===== config.mk =====
export PLATFORM = sky130hd
export DESIGN_NAME = mul_accum
export DESIGN_NICKNAME = d
export VERILOG_FILES = /design/src/rtl/mul_accum.sv
export SDC_FILE = /design/constraint.sdc
export NUM_CORES = 1
export LEC_CHECK = 0
export CAP_MARGIN = 20
export CORE_AREA = 2 2 54 56
export DETAILED_ROUTE_END_ITERATION = 6
export DIE_AREA = 0 0 56 58
export GPL_TIMING_DRIVEN = 0
export MAX_ROUTING_LAYER = met4
export PLACE_DENSITY = 0.77
export SLEW_MARGIN = 25
export SYNTH_ARGS = -nofsm -noshare
export SYNTH_HDL_FRONTEND = slang
export SYNTH_SLANG_ARGS = --single-unit

===== constraint.sdc =====
create_clock -name clk -period 2.2 [get_ports clk]
set_input_delay 0.33 -clock clk [delete_from_list [all_inputs] [get_ports clk]]
set_output_delay 0.33 -clock clk [all_outputs]
set_load 0.01 [all_outputs]

===== src/rtl/mul_accum.sv =====
// Multiply-accumulate stage: sums a programmed number of unsigned products into a wider accumulator.
// Optional MUL_ACCUM_SATURATE_EN clamps the accumulator on overflow instead of wrapping.
module mul_accum #(
  parameter int PROD_W = 8,
  parameter int ACC_W  = 12,
  parameter int LEN_W  = 4
) (
  input  logic              clk,
  input  logic              rst,
  input  logic              start,
  input  logic [LEN_W-1:0]  len,
  input  logic [PROD_W-1:0] prod,
  input  logic              prod_valid,
  output logic              prod_ready,
  output logic [ACC_W-1:0]  acc_out,
  output logic              acc_valid,
  input  logic              acc_ready,
  output logic              busy,
  output logic              ovf
);

  typedef enum logic [1:0] {IDLE, ACCUM, DONE} state_t;

  state_t             state, state_nxt;
  logic [ACC_W-1:0]   acc;
  logic [LEN_W-1:0]   remaining;
  logic               ovf_q;
  logic [ACC_W:0]     sum;
  logic               take;

  // One extra bit so the carry out of the accumulator is visible as overflow.
  assign sum  = {1'b0, acc} + {{(ACC_W+1-PROD_W){1'b0}}, prod};
  assign take = (state == ACCUM) && prod_valid;

  always_comb begin
    state_nxt  = state;
    prod_ready = 1'b0;
    acc_valid  = 1'b0;
    busy       = 1'b0;
    unique case (state)
      IDLE: begin
        if (start) state_nxt = (len != '0) ? ACCUM : DONE;
      end
      ACCUM: begin
        prod_ready = 1'b1;
        busy       = 1'b1;
        if (take && remaining == LEN_W'(1)) state_nxt = DONE;
      end
      DONE: begin
        acc_valid = 1'b1;
        busy      = 1'b1;
        if (acc_ready) state_nxt = IDLE;
      end
      default: state_nxt = IDLE;
    endcase
  end

  always_ff @(posedge clk) begin
    if (rst) begin
      state     <= IDLE;
      acc       <= '0;
      remaining <= '0;
      ovf_q     <= 1'b0;
    end else begin
      state <= state_nxt;
      unique case (state)
        IDLE: begin
          if (start) begin
            acc       <= '0;
            ovf_q     <= 1'b0;
            remaining <= len;
          end
        end
        ACCUM: begin
          if (take) begin
            remaining <= remaining - LEN_W'(1);
            ovf_q     <= ovf_q | sum[ACC_W];
`ifdef MUL_ACCUM_SATURATE_EN
            // Once clamped, stay clamped until the next job starts.
            if (sum[ACC_W] || ovf_q) acc <= '1;
            else                     acc <= sum[ACC_W-1:0];
`else
            acc <= sum[ACC_W-1:0];
`endif
          end
        end
        default: ;
      endcase
    end
  end

  assign acc_out = acc;
  assign ovf     = ovf_q;

endmodule


==> out/results.tsv, run 1 <==
stage	metric	value	unit
clock_tree	clockRootBuffer	clkbuf_4	
finish	final_cells	210	
synthesis	syn_inst	144	
setup_path	slowest_delay	450	ps
setup_path	slowest_stage	nor2_1	
clock_tree	clk_latency	290	ps
synthesis	yosys.area_share.simple	0.203	
pwr	vdd_drop_max	0.662	mV
grt	use_met2	0.341	
floorplanning	ios	33	
setup_path	crit_family	simple AND/OR/NAND/NOR gates	
setup_path	cp_num_buf_inv	1	
detailed_routing	drt_iter0_drc	22	
worst_hold_path	hold_path_end	acc_out[1]	
place	hpwl	2240	µm
synthesis	async_reset_ff_frac	0	
timing	setup_violations	0	
grt	antenna_found_initial	0	
clock_tree	clock_path_buffers	2	
timing	finalCriticalPeriod	1940	ps
synthesis	synthMuxAreaShare	0.0325	
synthesis	ys_seq_area_frac	0.309	
place	port_buffers	31	
clock_tree	postCtsSetupRepairBufs	0	
grt	grt_first_pass_wirelength	4970	µm
detailed_routing	drt_drc_violations_left	0	
clock_tree	path_clk_slew	120	ps
finish	layout_commonest_cell	clkdlybuf4s50_1	
place	post_dp_cell_area	1580	µm²
synthesis	synth_top_family_by_area	compound AO/OA/AOI/OAI gates	
worst_hold_path	hold_class	in2reg	
grt	overflow	0	
run_status	status	finished clean	
detailed_routing	wl_per_cell	13.6	µm
timing	maxSlewHeadroom	0.651	
setup_path	cp-start-kind	flip-flop	
finish	layout_common_cells	clkdlybuf4s50_1, dfxtp_1, nor2_1, nand2_1, ha_1	
setup_path	end_kind	flip-flop	
detailed_routing	drtPass1Iterations	4	
run	cap_violations	0	
place	place_ws	29.9	ps
finish	fin_util	0.603	
synthesis	yosysWarnings	0	
detailed_routing	ant_nets	0	
setup_path	path_class	reg2reg	
place	dp_cells	206	
synthesis	synth_edf_count	0	
timing	min_period_over_period	0.880	
floorplanning	die_x	56	µm
grt	grt_pass1_vias	1140	
timing	drv_slew	0	
place	gp_congestion	0.862	
floorplanning	num_rows	19	
clock_tree	cts_max_level	1	
synthesis	synth-compound-area-share	0.217	
setup_path	path_cells	inv_1 -> ha_1 -> nor2b_1 -> nor2_1 -> nand2_1 -> a2bb2oi_1 -> a21oi_1	
setup_path	cp_max_fo	6	
synthesis	yosysUniqueCellTypes	42	
grt	track_usage	0.193	
synthesis	synth_xor_area_frac	0.0498	
setup_path	rr_worst_depth	7	
timing	fmax	0.516	GHz
floorplanning	die_area	3250	µm²
synthesis	yosys_register_bits	19	
clock_tree	cts_tree	yes	
floorplanning	fp.coreArea	2660	µm²
finish	num-fill-cells	257	
worst_hold_path	holdCritStartpoint	rst	
grt	met3_usage	0.0268	
finish	syn_to_final_growth	30.5	%
finish	nNetsFinal	211	
floorplanning	fp.dieH	58	µm
grt	grt_max_degree	11	
timing	fin_setup_tns	0	ps
setup_path	regToRegSetupSlack	260	ps
synthesis	synthFlopType	dfxtp_1	
finish	drive_gt1_frac	0.0559	
detailed_routing	viasPerCell	5.64	
grt	grt-busiest-layer	met2	
synthesis	synthesis.area	1230	µm²
timing	hold_viol_final	0	
pwr	powerDensity	858	nW/µm²
floorplanning	initial_core_util	0.462	
clock_tree	cts_hold_buffers	0	
setup_path	cp.arrival	2160	ps
timing	fin_ws	263	ps
grt	globalRouteMet1Util	0.234	
detailed_routing	routed_wl	2860	µm
synthesis	synth_adder_area_share	0.148	
clock_tree	cts_made_buffers	3	
detailed_routing	vias	1185	
pwr	p_leak	0.653	nW
synthesis	syn_avg_cell_area	8.55	µm²
worst_hold_path	hold_depth	2	
finish	antenna_cells	0	
timing	rsz0062_at_grt	no	
timing	finClkSkew	5.20	ps
clock_tree	cts_sinks	19	
synthesis	synth_fp_nets	175	
setup_path	r2r-start	state[1]	
setup_path	reg2reg_to	remaining[2]	
finish	design_area	1610	µm²
clock_tree	cts_resized	0	
setup_path	cp_data_required_time	2430	ps
timing	worstMarginPinSlew	521	ps
-- through the flow --
step           total power, W  hold slack (ps)
6_report              0.00138              408
4_1_cts               0.00139              407
5_1_grt               0.00149              439
3_3_place_gp          0.00118              449
2_1_floorplan        0.000968              463
3_5_place_dp          0.00120              474
-- how the worst max path moves through the flow --
stage               startpoint           end  slack (ps)  depth (start not counted)
floorplan             state[1]  remaining[1]         490                          8
finish                state[1]  remaining[2]         260                          7
CTS                   state[1]          busy         300                          3
detailed placement     prod[1]    acc_out[7]          30                          7
global route          state[1]  remaining[2]         150                          7
global placement       prod[1]    acc_out[7]          40                          7
-- flip-flops by register name, indices dropped and copies added, names as in the netlist --
signal,cells
acc_out,12
ovf,1
remaining,4
state,2
-- Yosys cell counts, drive strengths merged (2+ instances only) --
| master | instances | area, µm² |
|---|---|---|
| a211oi | 2 | 15.0 |
| a21o | 4 | 30.0 |
| a21oi | 12 | 60.1 |
| a221oi | 2 | 23.8 |
| a22o | 2 | 17.5 |
| a22oi | 3 | 22.5 |
| buf | 3 | 22.5 |
| dfxtp | 19 | 380 |
| ha | 13 | 163 |
| inv | 6 | 22.5 |
| mux2i | 4 | 40.0 |
| nand2 | 14 | 52.6 |
| nand3 | 5 | 30.0 |
| nand3b | 2 | 15.0 |
| nand4 | 3 | 18.8 |
| nor2 | 15 | 63.8 |
| nor3 | 4 | 20.0 |
| nor4 | 2 | 12.5 |
| o21a | 2 | 15.0 |
| o21ai | 3 | 15.0 |
| or3 | 3 | 18.8 |
| xnor2 | 4 | 35.0 |
| xor2 | 3 | 26.3 |
-- kinds of logic (layout without fill, tap and decap cells) --
kind of cell,Yosys count,in the layout
multiplexers,4,4
adder cells (fa/ha/maj),14,14
AO/OA/AOI/OAI,39,39
buffers and inverters,10,45
XOR/XNOR,7,7
AND/OR/NAND/NOR,51,51
flip-flops,19,19
-- final cells by class --
type	instances	area, µm²	share of cell area
Clock buffer	4	26.3	0.0164
Buffer	4	26.3	0.0164
Inverter	6	22.5	0.0140
Sequential cell	19	380	0.237
Multi-Input combinational cell	115	802	0.499
Tap cell	31	38.8	0.0241
Timing Repair Buffer	31	310	0.193
-- layer usage --
metal	up-vias	share of wire
met5	-	0
li1	596	-
met2	28	0.49
met3	5	0.046
met1	556	0.45
met4	0	0.012
-- where the power goes --
group	switching, W	internal [W]	total, W	leakage [nW]
Combinational	0.000408	0.000341	0.000749	0.484
Sequential	0.0000510	0.000397	0.000448	0.154
Clock	0.000112	0.0000704	0.000182	0.0150
(Power assumes the default switching activity.)
==> inputs of run 2 (changes only) <==
PLACE_DENSITY = 0.82   (was 0.77)
==> run 2 against run 1 <==
  * Cell area increased by 0.23%
  * Via count grew 2.4%
  * Global-route usage is 1.1 points higher
  * Sequential power barely moved
  * Utilization is 0.14 points higher
  * Worst hold slack improved by 32 ps
  * First-iteration DRC count up 14%
  * Routed wire length up 2.3%
  * Fmax is 0.90% higher
  * Critical path type is now in2reg
  * Highest routed layer unchanged
==> out/results.tsv, run 2 (synthesized netlist as in run 1, its figures left out) <==
stage	metric	value	unit	change
run_status	status	finished clean		
setup_path	rr_worst_depth	8		+1
detailed_routing	drt_iter0_drc	25		+14%
setup_path	path_class	in2reg		
grt	grt_max_degree	13		+2
clock_tree	postCtsSetupRepairBufs	0		unchanged
timing	rsz0062_at_grt	no		
floorplanning	die_x	56	µm	unchanged
finish	seq_area	380	µm²	unchanged
grt	grt_pass1_vias	1217		+6.8%
grt	grt_first_pass_wirelength	5110	µm	+2.9%
finish	largest_register_ffs	12		unchanged
clock_tree	clk_latency	310	ps	+20 ps
place	gp_congestion	0.934		+8.4%
timing	finClkSkew	16.6	ps	+11.4 ps
floorplanning	fp.coreArea	2660	µm²	unchanged
clock_tree	cts_made_buffers	3		unchanged
finish	nNetsFinal	211		unchanged
clock_tree	cts_sinks	19		unchanged
finish	layout_common_cells	clkdlybuf4s50_1, dfxtp_1, nor2_1, nand2_1, ha_1		
clock_tree	path_clk_slew	120	ps	about the same
place	post_dp_cell_area	1580	µm²	unchanged
clock_tree	cts_tree	yes		
clock_tree	clock_path_buffers	2		unchanged
finish	antenna_cells	0		unchanged
floorplanning	die_area	3250	µm²	unchanged
detailed_routing	drt_drc_violations_left	0		unchanged
pwr	power.total	0.00137	W	-0.29%
detailed_routing	ant_nets	0		unchanged
detailed_routing	wl_per_cell	13.9	µm	+2.3%
finish	num-fill-cells	238		-7.4%
pwr	p_leak	0.652	nW	-0.16%
worst_hold_path	hold_path_end	acc_out[1]		
timing	drv_slew	0		unchanged
setup_path	cp-start-kind	primary input		
clock_tree	cts_hold_buffers	0		unchanged
finish	drive_gt1_frac	0.0615		+0.00559
finish	multiInputGateArea	802	µm²	unchanged
floorplanning	initial_core_util	0.462		unchanged
clock_tree	clockRootBuffer	clkbuf_4		
setup_path	cp.arrival	2170	ps	about the same
timing	maxSlewHeadroom	0.668		+0.0163
finish	fin_util	0.605		+0.00141
finish	design_area	1610	µm²	+0.23%
place	port_buffers	31		unchanged
timing	fmax	0.521	GHz	+0.90%
timing	fin_setup_tns	0	ps	unchanged
detailed_routing	vias	1213		+2.4%
detailed_routing	routed_wl	2930	µm	+2.3%
timing	worst_hold_slack	440	ps	+32.1 ps
worst_hold_path	hold_depth	2		unchanged
floorplanning	ios	33		unchanged
finish	layout_commonest_cell	clkdlybuf4s50_1		
detailed_routing	viasPerCell	5.78		+2.4%
grt	track_usage	0.205		+0.0113
floorplanning	num_rows	19		unchanged
clock_tree	cts_resized	0		unchanged
run	cap_violations	0		unchanged
pwr	powerDensity	854	nW/µm²	-0.52%
grt	antenna_found_initial	0		unchanged
timing	min_period_over_period	0.872		-0.00785
setup_path	end_kind	flip-flop		
setup_path	r2r-start	state[1]		
timing	setup_violations	0		unchanged
finish	syn_to_final_growth	30.8	%	
grt	overflow	0		unchanged
worst_hold_path	hold_class	in2reg		
timing	worstMarginPinSlew	497	ps	-24.4 ps
setup_path	reg2reg_to	acc_out[10]		
timing	hold_viol_final	0		unchanged
place	hpwl	2300	µm	+2.3%
timing	finalCriticalPeriod	1920	ps	-17.3 ps
detailed_routing	drtPass1Iterations	4		unchanged
worst_hold_path	holdCritStartpoint	rst		
pwr	vdd_drop_max	0.581	mV	-12%
setup_path	cp_data_required_time	2450	ps	+20 ps
setup_path	cp_max_fo	3		-3
setup_path	regToRegSetupSlack	350	ps	+90 ps
clock_tree	cts_max_level	1		unchanged
floorplanning	fp.dieH	58	µm	unchanged
## run 2: cell types whose count changed in the layout (fill, tap and decap cells not counted)
cell / before / now
clkbuf_1: 2 / 1
clkinvlp_4: 0 / 1
## run 2: metrics by stage
stage               std cells  worst slack (ps)
floorplan                 144               487
global placement          206              31.8
detailed placement        206             -60.7
CTS                       210               282
global route              210               142
finish                    210               281
## run 2: area by class of cell
type                    count  share of cell area
repair buffers             31               0.193
plain buffers               4              0.0163
inverters                   6              0.0140
clock buffers               3              0.0140
clock inverters             1             0.00466
multi-input cells         115               0.498
well taps                  31              0.0241
flip-flops and latches     19               0.236
## run 2: per-layer routing
metal  GRT usage  up-vias  routed length [µm]
met5           -        -                   0
met4      0.0680        0                  40
met3      0.0558        6                 158
met2       0.360       32                1490
met1       0.225      584                1230
li1            -      591                   -
## run 2: where the power goes
| part | switching (W) | total, W | internal, W |
|---|---|---|---|
| Sequential | 0.0000523 | 0.000449 | 0.000397 |
| Clock | 0.000117 | 0.000187 | 0.0000695 |
| Combinational | 0.000401 | 0.000739 | 0.000339 |
## run 2: critical path: stages
cell and delay, ps:
clkdlybuf4s50_1 470, ha_1 210, fa_1 230, nand3_1 110
a21oi_1 210, nor2_1 100, or3_1 350, a21boi_1 150
## run 2: how the worst max path moves through the flow
stage,from,end,slack (ps),cells after the start
final,prod[0],acc_out[10],280,8
after global routing,state[0],remaining[2],140,7
after CTS,prod[0],acc_out[10],280,8
after detailed placement,prod[0],acc_out[10],-60,8
after global placement,prod[1],acc_out[7],30,7
after floorplan,state[1],remaining[1],490,8
==> inputs of run 3 (changes only) <==
CAP_MARGIN = not set   (was 20)
GPL_TIMING_DRIVEN = not set   (was 0)
==> run 3 against run 2 <==
  * Cell area increased by 0.31%
  * Utilization increased by 0.19 points
  * Clock skew down 14 ps
  * Highest routed layer unchanged
  * Sequential power hardly changed
  * Power down 2.9%
  * Worst setup slack lost 54 ps
  * Critical path type is now reg2out
  * Largest cell class unchanged
==> out/results.tsv, run 3 (synthesized netlist as in run 1, its figures left out) <==
stage	metric	value	unit	change
run_status	status	finished clean		
worst_hold_path	hold_class	reg2reg		
place	hpwl	2240	µm	-2.4%
timing	drv_slew	0		unchanged
place	port_buffers	32		+3.2%
timing	maxSlewHeadroom	0.659		-0.00855
clock_tree	cts_made_buffers	3		unchanged
setup_path	reg2reg_to	remaining[2]		
pwr	p_clk_frac	0.134		-0.002
clock_tree	clk_latency	290	ps	-20 ps
pwr	combPwrFrac	0.530		-0.008
place	dp_cells	206		unchanged
clock_tree	postCtsSetupRepairBufs	0		unchanged
floorplanning	initial_core_util	0.462		unchanged
finish	largest_register_ffs	12		unchanged
clock_tree	cts_max_level	1		unchanged
timing	min_period_over_period	0.897		+0.0246
detailed_routing	drt_iter0_drc	15		-40%
timing	finClkSkew	2.81	ps	-13.8 ps
finish	nNetsFinal	211		unchanged
setup_path	cp_data_required_time	1870	ps	-580 ps
clock_tree	clock_path_buffers	2		unchanged
clock_tree	cts_hold_buffers	0		unchanged
grt	grt_pass1_vias	1155		-5.1%
setup_path	path_class	reg2out		
setup_path	rr_worst_depth	7		-1
clock_tree	cts_tree	yes		
place	post_dp_cell_area	1590	µm²	+0.40%
grt	track_usage	0.196		-0.00885
finish	layout_common_cells	clkdlybuf4s50_1, dfxtp_1, nor2_1, nand2_1		
worst_hold_path	hold_path_end	ovf		
pwr	seqPwrFrac	0.337		+0.011
grt	grt_max_degree	13		unchanged
setup_path	r2r-start	state[1]		
pwr	p_leak	0.656	nW	+0.64%
detailed_routing	wl_per_cell	13.5	µm	-3.4%
finish	layout_commonest_cell	clkdlybuf4s50_1		
setup_path	cp.arrival	1640	ps	-530 ps
timing	rsz0062_at_grt	no		
worst_hold_path	hold_depth	1		-1
floorplanning	num_rows	19		unchanged
worst_hold_path	holdCritStartpoint	ovf		
setup_path	end_kind	output pin		
finish	syn_to_final_growth	31.2	%	
floorplanning	fp.dieH	58	µm	unchanged
pwr	power.total	0.00134	W	-2.9%
timing	setup_violations	0		unchanged
clock_tree	path_clk_slew	110	ps	about the same
clock_tree	cts_resized	0		unchanged
setup_path	cp-start-kind	flip-flop		
clock_tree	cts_sinks	19		unchanged
grt	overflow	0		unchanged
grt	grt_first_pass_wirelength	4910	µm	-4.0%
pwr	vdd_drop_max	0.601	mV	+3.4%
run	cap_violations	0		unchanged
finish	design_area	1620	µm²	+0.31%
setup_path	regToRegSetupSlack	340	ps	about the same
pwr	switchingPower	0.000549	W	-3.7%
timing	hold_viol_final	0		unchanged
detailed_routing	vias	1184		-2.4%
timing	finalCriticalPeriod	1970	ps	+54.2 ps
grt	antenna_found_initial	0		unchanged
detailed_routing	ant_nets	0		unchanged
timing	fin_setup_tns	0	ps	unchanged
pwr	intPower	0.000786	W	-2.3%
timing	worstMarginPinSlew	510	ps	+12.8 ps
finish	drive_gt1_frac	0.0670		+0.00559
detailed_routing	viasPerCell	5.64		-2.4%
finish	antenna_cells	0		unchanged
timing	fmax	0.507	GHz	-2.7%
clock_tree	clockRootBuffer	clkbuf_4		
detailed_routing	drtPass1Iterations	4		unchanged
finish	final_cells	210		unchanged
setup_path	cp_max_fo	11		+8
pwr	swShare	0.411		-0.00332
floorplanning	ios	33		unchanged
detailed_routing	drt_drc_violations_left	0		unchanged
floorplanning	die_area	3250	µm²	unchanged
floorplanning	fp.coreArea	2660	µm²	unchanged
detailed_routing	routed_wl	2830	µm	-3.4%
finish	fin_util	0.607		+0.00188
floorplanning	die_x	56	µm	unchanged
pwr	powerDensity	827	nW/µm²	-3.2%
place	gp_congestion	0.922		-1.2%
==> run 3: cell count changes in the layout (fill, tap and decap cells not counted) <==
cell / previous run / this run
clkinvlp_4: 1 / 0
buf_4: 1 / 3
clkdlybuf4s50_1: 31 / 32
buf_6: 1 / 0
ha_1: 13 / 12
buf_1: 1 / 0
ha_2: 0 / 1
==> run 3: worst max-delay path, stage by stage, from the launching register on <==
cell             delay (ps)
dfxtp_1                 360
inv_1                    90
ha_2                    320
clkdlybuf4s50_1         580
==> run 3: layout make-up <==
class                      instances  area [µm²]
inverter                           6        22.5
clock buffer                       4        26.3
tap                               31        38.8
fill                             232        1050
timing repair buffer              35         343
sequential                        19         380
multi-input combinational        115         805
==> run 3: power by group through the flow <==
stage                     sequential (W)  clock, W  combinational (W)
after floorplan                 0.000449         0           0.000519
after global routing            0.000457  0.000196           0.000797
final                           0.000449  0.000179           0.000707
after CTS                       0.000447  0.000181           0.000709
after global placement          0.000451         0           0.000686
after detailed placement        0.000455         0           0.000710
==> run 3: metrics by stage <==
stage / worst slack [ps] / hold WS [ps]
floorplan: 487 / 463
global placement: 63.4 / 453
detailed placement: -52.3 / 454
CTS: 107 / 480
global route: 142 / 508
finish: 226 / 475
==> run 3: worst max-delay path by stage <==
stage	slack (ps)	end	start
after global placement	60	acc_out[6]	prod[0]
after global routing	140	acc_out[10]	prod[0]
after CTS	110	prod_ready	state[1]
final	230	prod_ready	state[1]
after floorplan	490	remaining[1]	state[1]
after detailed placement	-50	acc_out[10]	prod[0]
==> run 3: per-layer routing <==
metal  wire length [µm]  global-route usage
met1               1280               0.221
met5                  0                   -
met3                108              0.0446
met4                 29              0.0646
met2               1410               0.345
==> variant (flow settings as in run 2) <==
Add a define of `MUL_ACCUM_SATURATE_EN`.
--- a/src/rtl/mul_accum.sv
+++ b/src/rtl/mul_accum.sv
@@ -1,4 +1,6 @@
 // Multiply-accumulate stage: sums a programmed number of unsigned products into a wider accumulator.
 // Optional MUL_ACCUM_SATURATE_EN clamps the accumulator on overflow instead of wrapping.
+`define MUL_ACCUM_SATURATE_EN
+
 module mul_accum #(
   parameter int PROD_W = 8,
Check against the original RTL: same outputs for any inputs over 10 cycles, from zero or initial values and one cycle with rst high; that may be too few to reach the edited logic, so the function may still have changed.
==> variant against run 2 <==
- critical path depth fell by 1
- final area rose by 13%
- global-route usage increased by 3.1 points
- synthesized area is 13% higher
- register-to-register slack got worse by 250 ps
- worst setup slack worse by 180 ps
- routed wire length rose by 26%
- total power increased by 6.3%
- sequential cell count is the same
- non-clock buffer count grew 4
- sequential power up 2%
- critical path type is now register to register
- highest routed layer unchanged
==> variant: results (changes against run 2) <==
| Metric | Value |
|---|---|
| Synth unique cells | 50 (+19%) |
| Syn Nets | 194 (+11%) |
| Post-place setup slack | -422 ps (-361 ps) |
| Largest net degree at the start of global routing | 11 (-2) |
| Cells after Synth | 163 (+13%) |
| Drt total wl | 3.67 mm (+26%) |
| Root Driver | clkbuf_4 |
| Worst setup path end | acc_out[11] |
| Area of the multi-input gates | 975 um^2 (+22%) |
| Top cells by area, synth | dfxtp_1 (27%), ha_1 (12%), a21oi_1 (5.4%) |
| CP max FO | 7 (+4) |
| Via density | 6.33 (+9.7%) |
| GRT Total Usage | 23.6% (+3.1 points) |
| Vias | 1476 (+22%) |
| Initial antenna violation count | 0 (unchanged) |
| Async set-or-reset flop fraction in the synthesized netlist | 0% (unchanged) |
| Layout cells sized above 1 | 12.9% (+6.7 points) |
| Final WS setup | 97.4 ps (-183 ps) |
| Worst slew pin tran | 859 ps (+362 ps) |
| H-tree depth | 1 (unchanged) |
| Clock-pin slew on the worst setup and hold paths | 110 ps |
| Worst hold slack | 402 ps (-37.6 ps) |
| Post-DP HPWL | 2.70 mm (+17%) |
| # diodes | 0 (unchanged) |
| Synth warnings | 0 (unchanged) |
| Hold path start | prod[0] |
| Fill cell count | 222 (-6.7%) |
| Clock latency on the worst-skew pair | 300 ps |
| Area after DPL | 1740 um^2 (+10%) |
| Clk buf depth | 2 (unchanged) |
| Vias in the first global route | 1405 (+15%) |
| Worst hold stages | 4 (+2) |
| Layout Skew | 2.31 ps (-14.3 ps) |
| Peak supply drop | 790 uV (+36%) |
| Hold endpoint | acc_out[0] |
| Seq/Total Area, Yosys | 27.3% (-3.6 points) |
| Worst Path Arrival | 2300 ps (+130 ps) |
| Critical path launch point | acc_out[0] |
| Initial DRC Count | 67 (+170%) |
| Placed Cells | 225 (+9.2%) |
| CP Capture Type | register |
| Final hold vios | 0 (unchanged) |
| RD Place Congestion | 0.944 (+1.1%) |
| Max FFs per register | 12 (unchanged) |
| 1st-pass router iterations | 4 (unchanged) |
| Worst hold path class | input pin to register |
| Status | completed |
| Top post-synthesis cells by count | dfxtp_1 (19), nand2_1 (17), a21oi_1 (15) |
| Leak pwr | 0.000714 uW (+9.4%) |
| First-pass GRT wire length | 6.13 mm (+20%) |
| Reg2Reg Depth | 7 (-1) |
| Port bufs | 31 (unchanged) |
| CTS Buf Count | 3 (unchanged) |
variant: cell types whose count changed in the layout (fill, tap and decap cells not counted), moves of 4 or more:
cell and delta:
a31oi_1 +4, nor3_1 -4, o211ai_1 +4, o21ai_1 +4
variant: kinds of logic after synthesis:
| group | count (synthesis) | synth area share [%] |
|---|---|---|
| AO/OA/AOI/OAI | 63 | 33.8 |
| XOR/XNOR | 4 | 2.51 |
| adder cells (fa/ha/maj) | 14 | 13.1 |
| buffers and inverters | 12 | 3.77 |
| flip-flops | 19 | 27.3 |
| multiplexers | 2 | 1.44 |
| AND/OR/NAND/NOR | 49 | 18.1 |
variant: routing by layer:
layer	part of all wire [%]	routed length [um]	global-route usage (%)	vias up
li1	-	-	-	686
met1	41	1490	26.1	701
met2	50	1840	43.0	71
met3	5.9	215	2.68	18
met4	3.5	128	9.86	0
met5	0	0	-	-
variant: final cells by class:
type / instances / share of cell area, %
tap: 31 / 2.14
buffer: 4 / 1.24
clock buffer: 4 / 1.45
inverter: 8 / 1.65
timing repair buffer: 35 / 18.9
sequential: 19 / 21.0
multi-input combinational: 132 / 53.7
variant: critical path, cell delays in order (launching register included):
cell and delay (ps):
dfxtp_1 350, ha_2 210, fa_2 430, a211oi_4 300, o21ai_2 110, a41o_4 350, a22oi_2 160, nand3_1 90
variant: power breakdown:
group | switching, uW | internal (uW) | total, uW
Clock | 113 | 70.7 | 183
Combinational | 465 | 355 | 820
Sequential | 54.0 | 405 | 459
Total | 632 | 830 | 1460
variant: timing repair:
action | in CTS | in global routing
setup buffers | 1 | 3
resized for setup | 1 | 5
setup endpoints to repair | 13 | 13
hold buffers | 0 | 0
pin swaps | 1 | 5
